<file path="src/rtl/keypad_scanner.sv">
// 4x4 active-low matrix keypad scanner: one column driven low per dwell period,
// rows synchronised and assembled into a 16-key frame, frames debounced before commit.
module keypad_scanner #(
    parameter int SCAN_DIV       = 2080,
    parameter int DEBOUNCE_SCANS = 20
) (
    input  logic        clk_i,
    input  logic        reset,
    input  logic [3:0]  row_i,
    output logic [3:0]  col_o,
    output logic [15:0] button,
    output logic [3:0]  key_code,
    output logic        key_valid,
    output logic        multi_press
);

    localparam int DIV_W = (SCAN_DIV > 1) ? $clog2(SCAN_DIV) : 1;
    localparam int CNT_W = $clog2(DEBOUNCE_SCANS + 1);
    localparam logic [DIV_W-1:0] DIV_LAST = DIV_W'(SCAN_DIV - 1);
    localparam logic [CNT_W-1:0] CNT_MAX  = CNT_W'(DEBOUNCE_SCANS);
    localparam logic [CNT_W-1:0] CNT_PRE  = CNT_W'(DEBOUNCE_SCANS - 1);

    typedef enum logic [1:0] {COL0, COL1, COL2, COL3} col_state_t;

    col_state_t       state;
    logic [DIV_W-1:0] div_cnt;
    logic [3:0]       row_p0;
    logic [3:0]       row_p1;
    logic [15:0]      frame;
    logic [15:0]      prev_frame;
    logic [15:0]      frame_full;
    logic [CNT_W-1:0] cnt;

    function automatic logic is_single(input logic [15:0] f);
        return (f != 16'h0000) && ((f & (f - 16'd1)) == 16'h0000);
    endfunction

    function automatic logic [3:0] key_index(input logic [15:0] f);
        logic [3:0] idx;
        idx = 4'd0;
        for (int i = 0; i < 16; i++) begin
            if (f[i]) idx = 4'(i);
        end
        return idx;
    endfunction

    // The COL3 sample completes the frame in the same cycle it is evaluated.
    assign frame_full = {~row_p1, frame[11:0]};

    always_ff @(posedge clk_i) begin
        if (reset) begin
            state       <= COL0;
            col_o       <= 4'b1110;
            div_cnt     <= '0;
            row_p0      <= 4'hF;
            row_p1      <= 4'hF;
            frame       <= '0;
            prev_frame  <= '0;
            cnt         <= '0;
            button      <= '0;
            key_code    <= '0;
            key_valid   <= 1'b0;
            multi_press <= 1'b0;
        end else begin
            key_valid <= 1'b0;
            row_p0    <= row_i;
            row_p1    <= row_p0;

            if (div_cnt != DIV_LAST) begin
                div_cnt <= div_cnt + DIV_W'(1);
            end else begin
                div_cnt <= '0;
                case (state)
                    COL0: begin
                        frame[3:0] <= ~row_p1;
                        state      <= COL1;
                        col_o      <= 4'b1101;
                    end
                    COL1: begin
                        frame[7:4] <= ~row_p1;
                        state      <= COL2;
                        col_o      <= 4'b1011;
                    end
                    COL2: begin
                        frame[11:8] <= ~row_p1;
                        state       <= COL3;
                        col_o       <= 4'b0111;
                    end
                    COL3: begin
                        frame[15:12] <= ~row_p1;
                        state        <= COL0;
                        col_o        <= 4'b1110;
                        prev_frame   <= frame_full;
                        if (frame_full == prev_frame) begin
                            if (cnt != CNT_MAX) cnt <= cnt + CNT_W'(1);
                            // Commit only on the transition into saturation.
                            if (cnt == CNT_PRE) begin
                                if (frame_full == 16'h0000) begin
                                    button      <= '0;
                                    multi_press <= 1'b0;
                                end else if (is_single(frame_full)) begin
                                    button      <= frame_full;
                                    multi_press <= 1'b0;
                                    key_code    <= key_index(frame_full);
                                    key_valid   <= (frame_full != button);
                                end else begin
                                    button      <= '0;
                                    multi_press <= 1'b1;
                                end
                            end
                        end else begin
                            cnt <= '0;
                        end
                    end
                    default: begin
                        state <= COL0;
                        col_o <= 4'b1110;
                    end
                endcase
            end
        end
    end

endmodule

</file>
<file path="config.mk">
export PLATFORM = sky130hd
export DESIGN_NAME = keypad_scanner
export DESIGN_NICKNAME = d
export VERILOG_FILES = /design/src/rtl/keypad_scanner.sv
export SDC_FILE = /design/constraint.sdc
export NUM_CORES = 1
export LEC_CHECK = 0
export ABC_AREA = 1
export CORE_MARGIN = 10
export CORE_UTILIZATION = 54
export CTS_CLUSTER_DIAMETER = 150
export CTS_CLUSTER_SIZE = 14
export DETAILED_ROUTE_END_ITERATION = 10
export PLACE_DENSITY = 0.76
export SLEW_MARGIN = 10
export SYNTH_ARGS = -nofsm -noshare
export SYNTH_HDL_FRONTEND = slang
export SYNTH_SLANG_ARGS = --single-unit
export TNS_END_PERCENT = 30
</file>
<file path="constraint.sdc">
create_clock -name clk_i -period 4.4 [get_ports clk_i]
set_input_delay 0.88 -clock clk_i [delete_from_list [all_inputs] [get_ports clk_i]]
set_output_delay 0.88 -clock clk_i [all_outputs]
set_load 0.01 [all_outputs]
</file>
==> Word level (Yosys, flattened, before mapping) <==
Index checks and enable logic that the tools add are counted.
{ "word_totals": {"inputBits": 6, "ff_bits": 81, "out_inout_bits": 26, "wordCells": 71} }
{ "classes": {"n_reduce_logical": 14, "addsub": 3, "bitwise_logic": 8, "n_mux": 23, "eq_ne": 9} }
{ "op_table": {"columns": ["operator", "n"], "rows": [
  ["$mux 4", 14],
  ["$logic_not 16->1", 2],
  ["$mux 16", 2],
  ["$and 16x16->16", 1],
  ["$eq 16x16->1", 1],
  ["$ne 16x16->1", 1],
  ["$pmux 4 s4", 1],
  ["$reduce_bool 16->1", 1],
  ["$sub 16x1->16 const B", 1],
  ["$add 12x1->12 const B", 1],
  ["$ne 12x12->1 const B", 1],
  ["$mux 5", 2],
  ["$pmux 2 s4", 1],
  ["$reduce_and 2->1", 4],
  ["$reduce_or 7->1", 1],
  ["$not 1->1", 6],
  ["$reduce_and 6->1", 1],
  ["$add 5x1->5 const B", 1],
  ["$eq 5x5->1 const B", 1],
  ["$ne 5x5->1 const B", 1],
  ["$eq 2x2->1 const B", 2],
  ["$not 4->4", 1],
  ["$reduce_and 4->1", 1],
  ["$mux 1", 3],
  ["6 further kinds", 6]
]} }

==> Longest topological paths before layout <==
{ "logic_depth": {"word_depth": 15, "ltp_mapped": 15} }

==> Worst setup path after synthesis <==
No wires, ideal clock.
{ "synth_timing": {"path_type": "input-to-reg", "start": "in reset", "end": "reg button[15]", "setup_ns": 0.144, "path_slack_ns": 2.481, "t_arrival_ns": 1.774, "n_path_buf": 3, "required_ns": 4.256, "cell_stages": 4, "cell_sequence": "clkbuf_1 clkbuf_1 clkbuf_1 a21oi_1"} }
{ "synth_lines": {"columns": ["item", "line", "source"], "rows": [
  ["start: declaration", "8", "input logic reset,"],
  ["end signal: assignment", "102", "button <= frame_full;"],
  ["end: declaration", "11", "output logic [15:0] button,"]
]} }
No word-level cell between the ends.

==> Worst setup path after layout <==
{ "layout_timing": {"start": "reg div_cnt[0]", "end": "reg cnt[3]"} }
{ "layout_via": {"elab_chain_cells": 3} }
{ "layout_lines": {"columns": ["item", "line", "source"], "rows": [
  ["start: declaration", "26", "logic [DIV_W-1:0] div_cnt;"],
  ["start signal: assignment", "70", "div_cnt <= div_cnt + DIV_W'(1);"],
  ["$ne 12x12->1", "69", "if (div_cnt != DIV_LAST) begin"],
  ["$not 1->1 (no source line)", null, null],
  ["$reduce_and 3->1 (no source line)", null, null],
  ["end signal: assignment", "95", "if (cnt != CNT_MAX) cnt <= cnt + CNT_W'(1);"],
  ["end: declaration", "32", "logic [CNT_W-1:0] cnt;"]
]} }
Every way passes these cells.
A chain may end at the register's enable or synchronous reset.

==> run metrics <==
status finished clean; Seq/Total Area, Yosys 40.6%; Max-slew headroom 49.0%; vias in the first global route 3553; GPL Wtd Cong 0.901; routed wire length 9.37 mm; most frequent cells in the layout 118 x nand2_1, 81 x dfxtp_1, 67 x nor2_1, 48 x inv_1, 38 x a21oi_1; area grow syn2layout 13.3%; Die X 106 um; TritonCTS clock tree built; clk sinks 81; H-tree depth 3; Fmax 428 MHz; routed vias/inst 5.40; Core Region 7210 um2; Avg Cell Area, Syn 7.29 um2; total gr overflow 0; worst-margin pin slew 0.764 ns; Period minus WS final 2.34 ns; Synth cell types 37; antenna cells 0; Slowest Stage Delay on Critical Path 0.61 ns; # port buffers 31; postcts setup bufs 0; RSZ-0062 raised after global routing no; Post-CTS Hold Buffers 0; Row Count 31; Die H 106 um; CP Class reg -> reg; Simple-Gate Fraction of Synth Area 28.2%; Critical Path, Cell by Cell ha_1, nand2_1, nor2_2, nand3_1, inv_1, nand2_1, nand2_1, nand3_1, nand2_1, nor2_1; die area 11200 um2; setup_tns 0 ns; critical path's most frequent cell nand2_1; DRC violations left 0; met3 GRT Util 3.62%; CP Launch Type register; Iter 0 DRT Violations 147; post-synthesis cell area 4000 um2; multiplexer share of the synthesized area 0%; pin count of the biggest net entering global routing 31; CP max FO 29; Max Root-Sink Buffers 2; Num CTS Buffers 9; routed len/inst 13.8 um; fin util 62.8%; area occupied by multi-input gates 2070 um2; Clock Tree Root clkbuf_8; clock-pin slew on the worst setup and hold paths 0.08 ns; CP max-delay cell inv_1; grt met1 use 18.7%; Tcrit/Tclk final 53.1%; gate count after technology mapping 548; # IOs 32; maxcap violations 0; Leakage Power 1.94 nW; skew final 0.00754 ns; Storage cell area 1620 um2; Syn. warnings 0; initial antenna violation count 0; Final Max Slew Viols 0; XOR/XNOR Fraction of Synth Area 4.38%; ANT nets after route 0; met2 usage 28.9%; gr busiest metal met2; Mapped Nets 565; largest family of logic cells by synthesized area simple AND/OR/NAND/NOR gates; filler instances 663; Final Setup Violations 0; commonest non-fill, non-tap cell in the layout nand2_1; PD cells 287 nW/um2; Final Hold Vio Count 0; share of cells above drive strength 1 11.1%; CP required 4.66 ns; DR vias 3654; global-route wire length before repair 15.7 mm; GRT Util Overall 16.7%; Pre-Repair DR Iteration Count 5; Crit. End Element register; compound-cell area share of the yosys netlist 15.8%; worst vdd ir 0.186 mV; # resized after CTS 0; HP Class reg -> reg; Skew-Pair Late Insertion Delay 0.36 ns; Synth Area in Adders 3.45%; Critical Path AT 2.59 ns; synthesis-stage register bit count 81; dpl hpwl 6.82 mm; Total Nets Final 590; initial core utilization 55.4%
-- synth_stat cells --
master	n	area share (%)
a211oi_1	14	2.6
a21oi_1	38	4.8
a21oi_2	8	1.8
a221oi_1	1	0.22
a22oi_1	1	0.19
a31oi_1	4	0.63
buf_2	4	0.50
buf_4	1	0.19
buf_8	1	0.38
clkbuf_1	12	1.1
dfxtp_1	81	41
ha_1	11	3.4
inv_1	48	4.5
inv_2	7	0.66
inv_6	1	0.22
nand2_1	118	11
nand2_2	10	1.6
nand2_4	1	0.28
nand3_1	17	2.1
nand3_4	1	0.44
nand3b_1	2	0.38
nand4_1	8	1.3
nor2_1	67	6.3
nor2_2	7	1.1
nor2_4	2	0.56
nor3_1	6	0.75
nor3b_1	2	0.38
nor4_1	3	0.47
o211ai_1	1	0.19
o21a_1	2	0.38
o21ai_0	34	4.3
o21ai_1	2	0.25
o22ai_1	2	0.31
o31ai_1	1	0.19
or2_2	10	1.6
xnor2_1	6	1.3
xor2_1	14	3.1
-- worst max-delay path, delay by kind of cell (launching register included) --
kind	cells	cell delay [ns]
AND/OR/NAND/NOR	8	1.10
buffers and inverters	1	0.61
flip-flops	1	0.37
adder cells (fa/ha/maj)	1	0.17
-- registers in the layout (all words and copies together) (netlist names), 2 cells and up --
register	cells
row_p1	4
button	16
row_p0	4
prev_frame	16
key_code	4
state	2
frame	12
div_cnt	12
col_o	4
cnt	5
-- where the power goes --
| part | total (W) | internal, W | switching (W) | leakage (nW) |
|---|---|---|---|---|
| Sequential | 0.000744 | 0.000738 | 0.00000593 | 0.655 |
| Combinational | 0.0000508 | 0.0000183 | 0.0000325 | 1.21 |
| Clock | 0.000503 | 0.000220 | 0.000283 | 0.0847 |
-- per-stage QoR --
step	std cells	power (W)	hold slack [ns]	area, um2	setup WS (ns)
after floorplan	548	0.000797	0.389	4000	2.48
after global placement	661	0.000810	0.396	4350	1.91
after detailed placement	661	0.000812	0.393	4350	1.83
after CTS	677	0.00130	0.413	4530	2.08
after global routing	677	0.00134	0.436	4530	1.77
final	677	0.00130	0.413	4530	2.06
-- final timing paths --
path                                to  depth (start not counted)  slack, ns             startpoint
hold / removal    row_p1[3]$_SDFF_PP1_                          1       0.41   row_p0[3]$_SDFF_PP1_
setup reg to reg   cnt[3]$_SDFFE_PP0P_                         10       2.06  div_cnt[0]$_SDFF_PP0_
setup / recovery   cnt[3]$_SDFFE_PP0P_                         10       2.06  div_cnt[0]$_SDFF_PP0_
hold reg to reg   row_p1[3]$_SDFF_PP1_                          1       0.41   row_p0[3]$_SDFF_PP1_
-- metal layers --
layer	vias to the layer above	share of wire [%]	wire length [um]
met1	1698	44	4100
met3	24	5.6	525
li1	1828	-	-
met2	104	48	4530
met4	0	2.2	208
met5	-	0	0
-- cells by family after synthesis --
kind of cell / after synthesis
AOI/OAI and AO/OA: 108
xor gates and xnor gates: 20
adders and majority gates: 11
buffers and inverters: 74
DFF: 81
and+or+nand+nor: 254
-- area by class of cell --
class	count	area share [%]
sequential	81	35.8
clock buffer	10	3.04
inverter	56	4.75
timing repair buffer	32	7.02
clock inverter	6	0.912
multi-input combinational	393	45.7
tap	99	2.74
Power figures use the tool's default switching activity.
